==> config.mk <==
export PLATFORM = sky130hd
export DESIGN_NAME = phase_timer_ctrl
export DESIGN_NICKNAME = d
export VERILOG_FILES = /design/src/rtl/phase_timer_ctrl.sv
export SDC_FILE = /design/constraint.sdc
export NUM_CORES = 1
export LEC_CHECK = 0
export CORE_MARGIN = 10
export CORE_UTILIZATION = 55
export CTS_CLUSTER_DIAMETER = 200
export DETAILED_ROUTE_END_ITERATION = 16
export PLACE_DENSITY = 0.9
export SLEW_MARGIN = 20
export SYNTH_ARGS = -nofsm -noshare
export SYNTH_HDL_FRONTEND = slang
export SYNTH_SLANG_ARGS = --single-unit
==> constraint.sdc <==
create_clock -name clk -period 5.8 [get_ports clk]
set_clock_uncertainty 0.15 [all_clocks]
set_input_delay 0.87 -clock clk [delete_from_list [all_inputs] [get_ports clk]]
set_output_delay 0.87 -clock clk [all_outputs]
set_load 0.02 [all_outputs]
==> src/rtl/phase_timer_ctrl.sv <==
// Four-phase countdown sequencer driven by the 0.1 s strobe.
// Each phase loads a 7-bit tenths countdown and steps 0->1->2->3, once or looping.
//
// state     | meaning
// ----------+-----------------------------------------------
// ST_IDLE   | not sequencing, phase=0, countdown=0
// ST_RUN    | counting down on each tick
// ST_PAUSED | countdown and phase frozen until pause drops
module phase_timer_ctrl #(
  parameter int unsigned PH0_TENTHS = 120,
  parameter int unsigned PH1_TENTHS = 30,
  parameter int unsigned PH2_TENTHS = 90,
  parameter int unsigned PH3_TENTHS = 30,
  parameter bit          LOOP       = 1'b1
) (
  input  logic       clk,
  input  logic       rst_n,
  input  logic       tick,
  input  logic       start,
  input  logic       pause,
  input  logic       abort,
  output logic       active,
  output logic       paused,
  output logic [1:0] phase,
  output logic [6:0] countdown,
  output logic       phase_done,
  output logic       seq_done
);

  typedef enum logic [1:0] {
    ST_IDLE   = 2'd0,
    ST_RUN    = 2'd1,
    ST_PAUSED = 2'd2
  } state_t;

  // A zero-length phase loads as one tick so the countdown never sits at 0 while running.
  localparam logic [6:0] D0 = (PH0_TENTHS == 0) ? 7'd1 : 7'(PH0_TENTHS);
  localparam logic [6:0] D1 = (PH1_TENTHS == 0) ? 7'd1 : 7'(PH1_TENTHS);
  localparam logic [6:0] D2 = (PH2_TENTHS == 0) ? 7'd1 : 7'(PH2_TENTHS);
  localparam logic [6:0] D3 = (PH3_TENTHS == 0) ? 7'd1 : 7'(PH3_TENTHS);

  state_t     r_state;
  logic       r_active;
  logic       r_paused;
  logic [1:0] r_phase;
  logic [6:0] r_countdown;
  logic       r_phase_done;
  logic       r_seq_done;
  logic [6:0] w_dur_next;

  // Duration of the phase that follows the current one.
  always_comb begin
    w_dur_next = D0;
    case (r_phase)
      2'd0:    w_dur_next = D1;
      2'd1:    w_dur_next = D2;
      2'd2:    w_dur_next = D3;
      default: w_dur_next = D0;
    endcase
  end

  // Sequencer FSM; priority abort > start > pause > tick, all outputs registered.
  always_ff @(posedge clk or negedge rst_n) begin
    if (!rst_n) begin
      r_state      <= ST_IDLE;
      r_active     <= 1'b0;
      r_paused     <= 1'b0;
      r_phase      <= 2'd0;
      r_countdown  <= 7'd0;
      r_phase_done <= 1'b0;
      r_seq_done   <= 1'b0;
    end else begin
      r_phase_done <= 1'b0;
      r_seq_done   <= 1'b0;
      if (abort) begin
        r_state     <= ST_IDLE;
        r_active    <= 1'b0;
        r_paused    <= 1'b0;
        r_phase     <= 2'd0;
        r_countdown <= 7'd0;
      end else begin
        case (r_state)
          ST_IDLE: begin
            if (start) begin
              r_phase     <= 2'd0;
              r_countdown <= D0;
              r_active    <= 1'b1;
              if (pause) begin
                r_state  <= ST_PAUSED;
                r_paused <= 1'b1;
              end else begin
                r_state  <= ST_RUN;
              end
            end
          end
          ST_RUN: begin
            if (pause) begin
              r_state  <= ST_PAUSED;
              r_paused <= 1'b1;
            end else if (tick) begin
              if (r_countdown > 7'd1) begin
                r_countdown <= r_countdown - 7'd1;
              end else begin
                r_phase_done <= 1'b1;
                if (r_phase != 2'd3) begin
                  r_phase     <= r_phase + 2'd1;
                  r_countdown <= w_dur_next;
                end else if (LOOP) begin
                  r_phase     <= 2'd0;
                  r_countdown <= D0;
                end else begin
                  r_state     <= ST_IDLE;
                  r_active    <= 1'b0;
                  r_phase     <= 2'd0;
                  r_countdown <= 7'd0;
                  r_seq_done  <= 1'b1;
                end
              end
            end
          end
          ST_PAUSED: begin
            // A tick coincident with release is dropped; counting resumes on the next one.
            if (!pause) begin
              r_state  <= ST_RUN;
              r_paused <= 1'b0;
            end
          end
          default: begin
            r_state     <= ST_IDLE;
            r_active    <= 1'b0;
            r_paused    <= 1'b0;
            r_phase     <= 2'd0;
            r_countdown <= 7'd0;
          end
        endcase
      end
    end
  end

  assign active     = r_active;
  assign paused     = r_paused;
  assign phase      = r_phase;
  assign countdown  = r_countdown;
  assign phase_done = r_phase_done;
  assign seq_done   = r_seq_done;

endmodule

==> out/metrics.yaml, run 1 <==
run_status:
  status: "finished clean"
global_route:
  antenna_found_initial: 0
  grt_pass1_vias: 852
  grt.total_usage_pct: 12.5
  grt_first_pass_wirelength_mm: 4.13
  grt-ovfl-total: 0
  grt_max_degree: 15
routing:
  via_per_inst: 6.08
  drtPass1Iterations: 4
  vias: 930
  wl_per_cell_um: 16.5
  drcViolationCount: 0
  routed_wirelength_mm: 2.52
  ant_nets: 0
  drtIter0Drc: 43
synth:
  async_reset_ff_share_pct: 100
  netlist_area_um2: 1030
  seq_area_frac_synth_pct: 33.9
  synthFlopType: "dfrtp_1"
  synth_nets: 125
  yosys_warnings: 0
  ys_seq_elements: 14
  yosysUniqueCellTypes: 39
  synth_cells: 109
  synth_edf_count: 0
  synth_area_per_cell_um2: 9.47
min_path:
  hp-class: "reg -> reg"
  min-delay-start: "paused$_DFFE_PN0P_"
sta:
  worst_slew_pin_slew_ns: 0.623
  post-route-min-period_ns: 2.69
  fin_crit_sh_pct: 46.4
  finalSetupViolCount: 0
  layout_setup_ws_ns: 3.11
  hold_viol: 0
  slew_headroom_pct: 58.3
  fin_setup_tns_ns: 0
  rsz0062_at_grt: "false"
  maxClockFrequency_mhz: 372
  holdWs_ns: 0.363
  drv_slew: 0
clocking:
  cts_tree: "done"
  root_buffer: "clkbuf_4"
  htree_levels: 1
  cts_buffer_depth: 2
  post_cts_resized: 0
  clkTransAtPathRegs_ns: 0.08
  cts_buffers: 3
  postCtsHoldBufs: 0
  post-cts-setup-buffers: 0
  clkLatencyLatePin_ns: 0.28
  cts_sinks: 14
worst_setup_path:
  crit_required_ns: 5.87
  cp_max_fo: 7
  r2r-start: "r_state[1]$_DFFE_PN0P_"
  start_kind: "input port"
  cp-startpoint: "abort"
  setup.worst_path.class: "in -> reg"
  worstSetupEndpointType: "flip-flop"
  cp_data_arrival_time_ns: 2.76
placement:
  dpl.hpwl_mm: 1.92
  place_area_um2: 1230
  port-buffer-count: 17
  finalWeightedCongestion: 0.913
  pre_cts_ws_ns: 2.85
finish:
  final_common_cell: "clkdlybuf4s50_1"
  final_nets: 146
  final_cell_mix: "17 x clkdlybuf4s50_1, 14 x dfrtp_1, 11 x inv_1"
  num-fill-cells: 135
  antenna_cells: 0
  final_cell_area_um2: 1250
  drive_above_1_share_pct: 6.25
  area_delta_synth_final_pct: 21.0
die:
  rows: 15
  start_util_pct: 59.1
  ioPinCount: 19
  core_um2: 1750
  fp.dieH_um: 63.3
  die_area_um2: 4010
  die_w_um: 63.3
power_and_ir_drop:
  ir_drop_mv: 0.279
  powerDensity_nw_per_um2: 397
  leakagePower_nw: 0.536
run:
  max-cap-violations: 0
==> power breakdown <==
part | total (W) | switching (W) | internal, W
combinational | 0.000277 | 0.000157 | 0.000120
sequential | 0.000161 | 0.0000374 | 0.000124
clock | 0.0000566 | 0.0000325 | 0.0000241
total | 0.000495 | 0.000227 | 0.000268
==> worst paths after layout <==
check                                                 to  slack (ns)  cells after the start
worst max register to register  countdown[2]$_DFFE_PN0P_        3.57                      6
worst min register to register        paused$_DFFE_PN0P_        0.36                      1
worst max-delay path            countdown[2]$_DFFE_PN0P_        3.11                      5
worst min-delay path                  paused$_DFFE_PN0P_        0.36                      1
min in group asynchronous       countdown[1]$_DFFE_PN0P_        0.82                      1
max in group asynchronous             active$_DFFE_PN0P_        4.28                      1
==> state kept, by name, summed over array words and instances, names as in the netlist <==
signal and count:
countdown 7, phase 2, r_state 2, active 1
paused 1, phase_done 1
==> layer usage <==
layer  part of all wire [%]  global-route usage, %
met3                    8.9                   4.59
met5                      0                      0
met1                     44                   15.7
met2                     44                   18.5
met4                    3.0                   5.74
==> layout make-up <==
| class | instances | area [um^2] | area share (%) |
|---|---|---|---|
| clock buffer | 3 | 22.5 | 1.80 |
| inverter | 11 | 41.3 | 3.31 |
| multi-input combinational | 83 | 633 | 50.7 |
| sequential | 14 | 350 | 28.1 |
| tap | 25 | 31.3 | 2.51 |
| timing repair buffer | 17 | 170 | 13.6 |
==> cells by family after synthesis <==
logic type | share of synthesized area [%]
and+or+nand+nor | 20.4
adders and majority gates | 12.1
other | 0.363
DFF | 33.9
buffers and inverters | 4.73
AOI/OAI and AO/OA | 25.5
muxes | 3.03
==> cells in the mapped netlist (2+ instances only) <==
master    instances  area share [%]
o21ai_0           6             2.9
ha_1             10              12
a31oi_1           4             2.4
mux2i_1           2             1.9
nor2_1            9             3.3
inv_1            11             4.0
o21a_1            4             2.9
dfrtp_1          14              34
nand2b_1          2             1.2
nor3_1            2            0.97
a22o_1            3             2.5
nor4_1            3             1.8
nand2_1           5             1.8
nand4b_1          2             1.7
nor2b_1           3             1.8
a211oi_1          4             2.9
o22a_1            2             1.7
a21boi_0          2             1.5
==> through the flow <==
| stage | instances | utilization (%) | total power [W] |
|---|---|---|---|
| 5_1_grt | 153 | 71.5 | 0.000532 |
| 4_1_cts | 153 | 71.5 | 0.000493 |
| 3_5_place_dp | 150 | 70.3 | 0.000433 |
| 3_3_place_gp | 150 | 70.3 | 0.000428 |
| 6_report | 153 | 71.5 | 0.000495 |
| 2_1_floorplan | 109 | - | 0.000344 |
==> critical path, stage by stage <==
cell             delay (ns)
clkdlybuf4s50_1        0.52
nand2b_1               0.31
nor4_2                 0.49
or4b_1                 0.48
nand3_1                0.08
(Power assumes the default switching activity.)
==> run 2, diff against run 1 <==
Settings changed: CORE_UTILIZATION 55 to 51, PLACE_DENSITY 0.9 to 0.85.
Clock period 5.8 ns to 2.7 ns, I/O delays scaled along.
==> run 2 against run 1 <==
Clock-buffer cell count grew 1. Non-clock buffer count rose by 1. Routed wire length grew 3.0%. Combinational power increased by 120%. Sequential share of layout area down 0.52 points. Setup slack got worse by 2.6 ns. Worst hold slack worse by 0.0059 ns. Total power grew 120%. Cell area grew 1.9%. Via count increased by 1.6%. Register-to-register slack lost 3.1 ns. Largest power group unchanged. Highest routed layer unchanged.
==> out/metrics.yaml, run 2 (same netlist as run 1, synthesis figures left out) <==
clocking:
  cts_tree: "done"
  cts_buffers: 3
  cts_buffer_depth: 2
  root_buffer: "clkbuf_4"
  htree_levels: 1
  clkLatencyLatePin_ns: 0.29
  clkTransAtPathRegs_ns: 0.09
  post_cts_resized: 0
  post-cts-setup-buffers: 0
  cts_sinks: 14
  postCtsHoldBufs: 0
worst_setup_path:
  crit_required_ns: 2.72
  cp_max_fo: 7
  path_delay_family: "compound AO/OA/AOI/OAI gates"
  r2r-start: "r_state[0]$_DFFE_PN0P_"
  slowest_stage: "dfrtp_1"
  slowest_delay_ns: 0.40
  cp-startpoint: "r_state[0]$_DFFE_PN0P_"
  crit_chain: "inv_1, ha_1, nor2b_1, o21ai_0, o21ai_1, o32a_1"
  start_kind: "flip-flop"
  cp_num_buf_inv: 1
  cp_data_arrival_time_ns: 2.25
  setup.worst_path.class: "reg -> reg"
  worstSetupEndpointType: "flip-flop"
placement:
  place_area_um2: 1240
  port-buffer-count: 17
  finalWeightedCongestion: 0.943
  dpl.hpwl_mm: 1.98
finish:
  area_delta_synth_final_pct: 23.3
  antenna_cells: 0
  final_cell_area_um2: 1270
  num-fill-cells: 157
  final_common_cell: "clkdlybuf4s50_1"
  final_nets: 147
  drive_above_1_share_pct: 7.69
  final_cell_mix: "17 x clkdlybuf4s50_1, 14 x dfrtp_1, 11 x inv_1"
  largest_reg_flops: 7
routing:
  drtIter0Drc: 82
  via_per_inst: 6.02
  wl_per_cell_um: 16.5
  drtPass1Iterations: 4
  vias: 945
  drcViolationCount: 0
  ant_nets: 0
  routed_wirelength_mm: 2.60
sta:
  fin_setup_tns_ns: 0
  drv_slew: 0
  worst_slew_pin_slew_ns: 0.641
  finalSetupViolCount: 0
  rsz0062_at_grt: "false"
  slew_headroom_pct: 57.1
  fin_crit_sh_pct: 82.4
  maxClockFrequency_mhz: 449
  post-route-min-period_ns: 2.23
  hold_viol: 0
power_and_ir_drop:
  clkPwrFrac_pct: 13.9
  p_seq_share_pct: 31.5
  p_comb_share_pct: 54.7
  ir_drop_mv: 0.551
  p_sw_share_pct: 44.9
  powerDensity_nw_per_um2: 865
  p_switching_w: 0.000494
  internal_power_w: 0.000606
  leakagePower_nw: 0.548
die:
  die_w_um: 65.0
  die_area_um2: 4220
  ioPinCount: 19
  core_um2: 1940
  fp.dieH_um: 65.0
  rows: 16
  start_util_pct: 53.2
global_route:
  grt.total_usage_pct: 12.2
  antenna_found_initial: 0
  grt-ovfl-total: 0
  grt_first_pass_wirelength_mm: 4.21
  grt_max_degree: 15
  grt_pass1_vias: 920
run:
  max-cap-violations: 0
min_path:
  hp-class: "in -> async"
run_status:
  status: "finished clean"
-- run 2: cell types whose count changed in the layout (fill, tap and decap cells not counted), sizes merged --
cell	previous run	this run
clkbuf	3	4
buf	0	1
-- run 2: final timing paths --
kind,end,slack (ns),cells after the start
max in group asynchronous,phase_done$_DFF_PN0_,1.63,1
setup reg to reg,countdown[6]$_DFFE_PN0P_,0.47,6
min in group clk,paused$_DFFE_PN0P_,0.38,1
setup / recovery,countdown[6]$_DFFE_PN0P_,0.47,6
hold reg to reg,paused$_DFFE_PN0P_,0.38,1
hold / removal,countdown[2]$_DFFE_PN0P_,0.36,1
-- run 2: area by class of cell --
type	instances	area, um^2	share of cell area (%)
multi-input cells	83	633	49.8
flip-flops and latches	14	350	27.5
repair buffers	18	178	14.0
inverters	11	41.3	3.24
clock buffers	4	36.3	2.85
well taps	27	33.8	2.65
-- run 2: per-stage QoR --
stage / hold WS (ns) / setup slack [ns] / total power [W] / std cells / util [%]
finish: 0.357 / 0.474 / 0.00110 / 157 / 65.5
floorplan: -0.0406 / 0.793 / 0.000739 / 109 / -
CTS: 0.366 / 0.510 / 0.00110 / 157 / 65.5
detailed placement: 0.368 / 0.446 / 0.000942 / 153 / 63.7
global route: 0.381 / 0.276 / 0.00117 / 157 / 65.5
global placement: 0.335 / 0.504 / 0.000924 / 153 / 63.7
-- run 2: routing by layer --
layer	wire [um]	part of all wire, %	global-route usage (%)
met1	1060	41	14.3
met2	1230	47	19.0
met3	256	9.9	4.64
met4	46	1.8	6.15
met5	0	0	0
-- run 2: power by group through the flow --
stage / sequential (W) / clock (W) / combinational [W]
after floorplan: 0.000391 / 0 / 0.000348
after global placement: 0.000343 / 0 / 0.000581
after detailed placement: 0.000349 / 0 / 0.000593
after CTS: 0.000345 / 0.000158 / 0.000599
after global routing: 0.000355 / 0.000163 / 0.000655
final: 0.000346 / 0.000152 / 0.000602
==> run 3, diff against run 2 <==
Clock period 2.7 ns to 2.25 ns, I/O delays scaled along.
==> run 3 against run 2 <==
Utilization grew 1.2 points. Non-clock buffer count is 5 higher. Total power rose by 19%. First-iteration DRC count fell by 59%. Cell area rose by 1.9%. Largest power group unchanged.
==> out/metrics.yaml, run 3 (same netlist as run 1, synthesis figures left out) <==
power_and_ir_drop:
  p_sw_share_pct: 44.6
  powerDensity_nw_per_um2: 1010
  ir_drop_mv: 0.655
  finalPower_w: 0.00131
  internal_power_w: 0.000725
  p_comb_share_pct: 57.6
  leakagePower_nw: 0.564
  p_seq_share_pct: 31.6
  clkPwrFrac_pct: 10.8
  p_switching_w: 0.000583
worst_setup_path:
  r2r_slack_ns: 0.28
  setup.worst_path.class: "reg -> reg"
  crit_required_ns: 2.26
  start_kind: "flip-flop"
  cp_data_arrival_time_ns: 1.98
  worstSetupEndpointType: "flip-flop"
  cp_max_fo: 5
sta:
  worst_slew_pin_slew_ns: 0.619
  post-route-min-period_ns: 1.97
  drv_slew: 0
  slew_headroom_pct: 58.6
  hold_viol: 0
  fin_setup_tns_ns: 0
  holdWs_ns: 0.286
  finalSetupViolCount: 0
  rsz0062_at_grt: "false"
  maxClockFrequency_mhz: 508
  fin_crit_sh_pct: 87.4
routing:
  via_per_inst: 5.99
  drcViolationCount: 0
  dr_wl_met2_mm: 1.07
  routed.top_layer: "met4"
  drtIter0Drc: 34
  routed_wirelength_mm: 2.40
  dr_wl_met3_um: 183
  drtPass1Iterations: 4
  vias: 964
  wl_per_cell_um: 14.9
  wl_met1_mm: 1.08
  ant_nets: 0
clocking:
  htree_levels: 1
  root_buffer: "clkbuf_4"
  cts_buffer_depth: 2
  postCtsHoldBufs: 0
  clkTransAtPathRegs_ns: 0.08
  cts_tree: "done"
  cts_sinks: 14
  clkLatencyLatePin_ns: 0.28
  cts_buffers: 3
  post_cts_resized: 0
  post-cts-setup-buffers: 0
die:
  start_util_pct: 53.2
  die_w_um: 65.0
  die_area_um2: 4220
  rows: 16
  fp.dieH_um: 65.0
  ioPinCount: 19
  core_um2: 1940
placement:
  finalWeightedCongestion: 0.984
  place_area_um2: 1270
  port-buffer-count: 17
  dpl.hpwl_mm: 1.88
min_path:
  hp-class: "in -> async"
global_route:
  grt-ovfl-total: 0
  grt_first_pass_wirelength_mm: 3.97
  grt_pass1_vias: 904
  antenna_found_initial: 0
  grt_max_degree: 15
  grt.total_usage_pct: 11.5
finish:
  final_cell_mix: "17 x clkdlybuf4s50_1, 14 x dfrtp_1, 11 x inv_1"
  finalCoreUtilization_pct: 66.8
  drive_above_1_share_pct: 10.4
  final_common_cell: "clkdlybuf4s50_1"
  antenna_cells: 0
  num-fill-cells: 172
  final_nets: 152
  final_cell_area_um2: 1300
  area_delta_synth_final_pct: 25.6
  largest_reg_flops: 7
run_status:
  status: "finished clean"
run:
  max-cap-violations: 0
-- run 3: cell types whose count changed in the layout (fill, tap and decap cells not counted) --
cell and change:
buf_4 +5, clkbuf_8 -1
-- run 3: worst max-delay path: stages, from the launching register on --
cell     delay [ns]
dfrtp_1        0.40
inv_1          0.10
ha_1           0.22
nor2b_1        0.18
o21ai_0        0.21
o21ai_1        0.22
o32a_1         0.38
-- run 3: worst paths after layout --
check                      cells past startpoint                    from                       end
min                                            1                   rst_n  countdown[1]$_DFFE_PN0P_
max                                            6  r_state[0]$_DFFE_PN0P_  countdown[6]$_DFFE_PN0P_
min in group clk                               1      paused$_DFFE_PN0P_        paused$_DFFE_PN0P_
max reg2reg                                    6  r_state[0]$_DFFE_PN0P_  countdown[6]$_DFFE_PN0P_
min reg2reg                                    1      paused$_DFFE_PN0P_        paused$_DFFE_PN0P_
max in group asynchronous                      1                   rst_n    r_state[1]$_DFFE_PN0P_
-- run 3: area by class of cell --
| type | instances | area [um^2] | share of cell area, % |
|---|---|---|---|
| Sequential cell | 14 | 350 | 27.0 |
| Timing Repair Buffer | 23 | 215 | 16.6 |
| Clock buffer | 3 | 22.5 | 1.74 |
| Multi-Input combinational cell | 83 | 633 | 48.8 |
| Tap cell | 27 | 33.8 | 2.61 |
| Inverter | 11 | 41.3 | 3.19 |
-- run 3: metrics by stage --
stage	std cells	setup slack, ns
final	161	0.283
after global routing	161	0.155
after global placement	158	0.167
after CTS	161	0.258
after floorplan	109	0.343
after detailed placement	158	0.114
-- run 3: power groups by stage --
| stage | clock [W] | combinational (W) | sequential (W) |
|---|---|---|---|
| 4_1_cts | 0.000141 | 0.000753 | 0.000413 |
| 3_5_place_dp | 0 | 0.000748 | 0.000417 |
| 3_3_place_gp | 0 | 0.000736 | 0.000411 |
| 5_1_grt | 0.000154 | 0.000821 | 0.000425 |
| 2_1_floorplan | 0 | 0.000418 | 0.000469 |
| 6_report | 0.000141 | 0.000754 | 0.000413 |
-- run 3: per-layer routing --
layer  global-route usage (%)  vias up
li1                         -      460
met3                     3.95        7
met1                     13.6      463
met5                        0        -
met2                     17.7       34
met4                     6.68        0
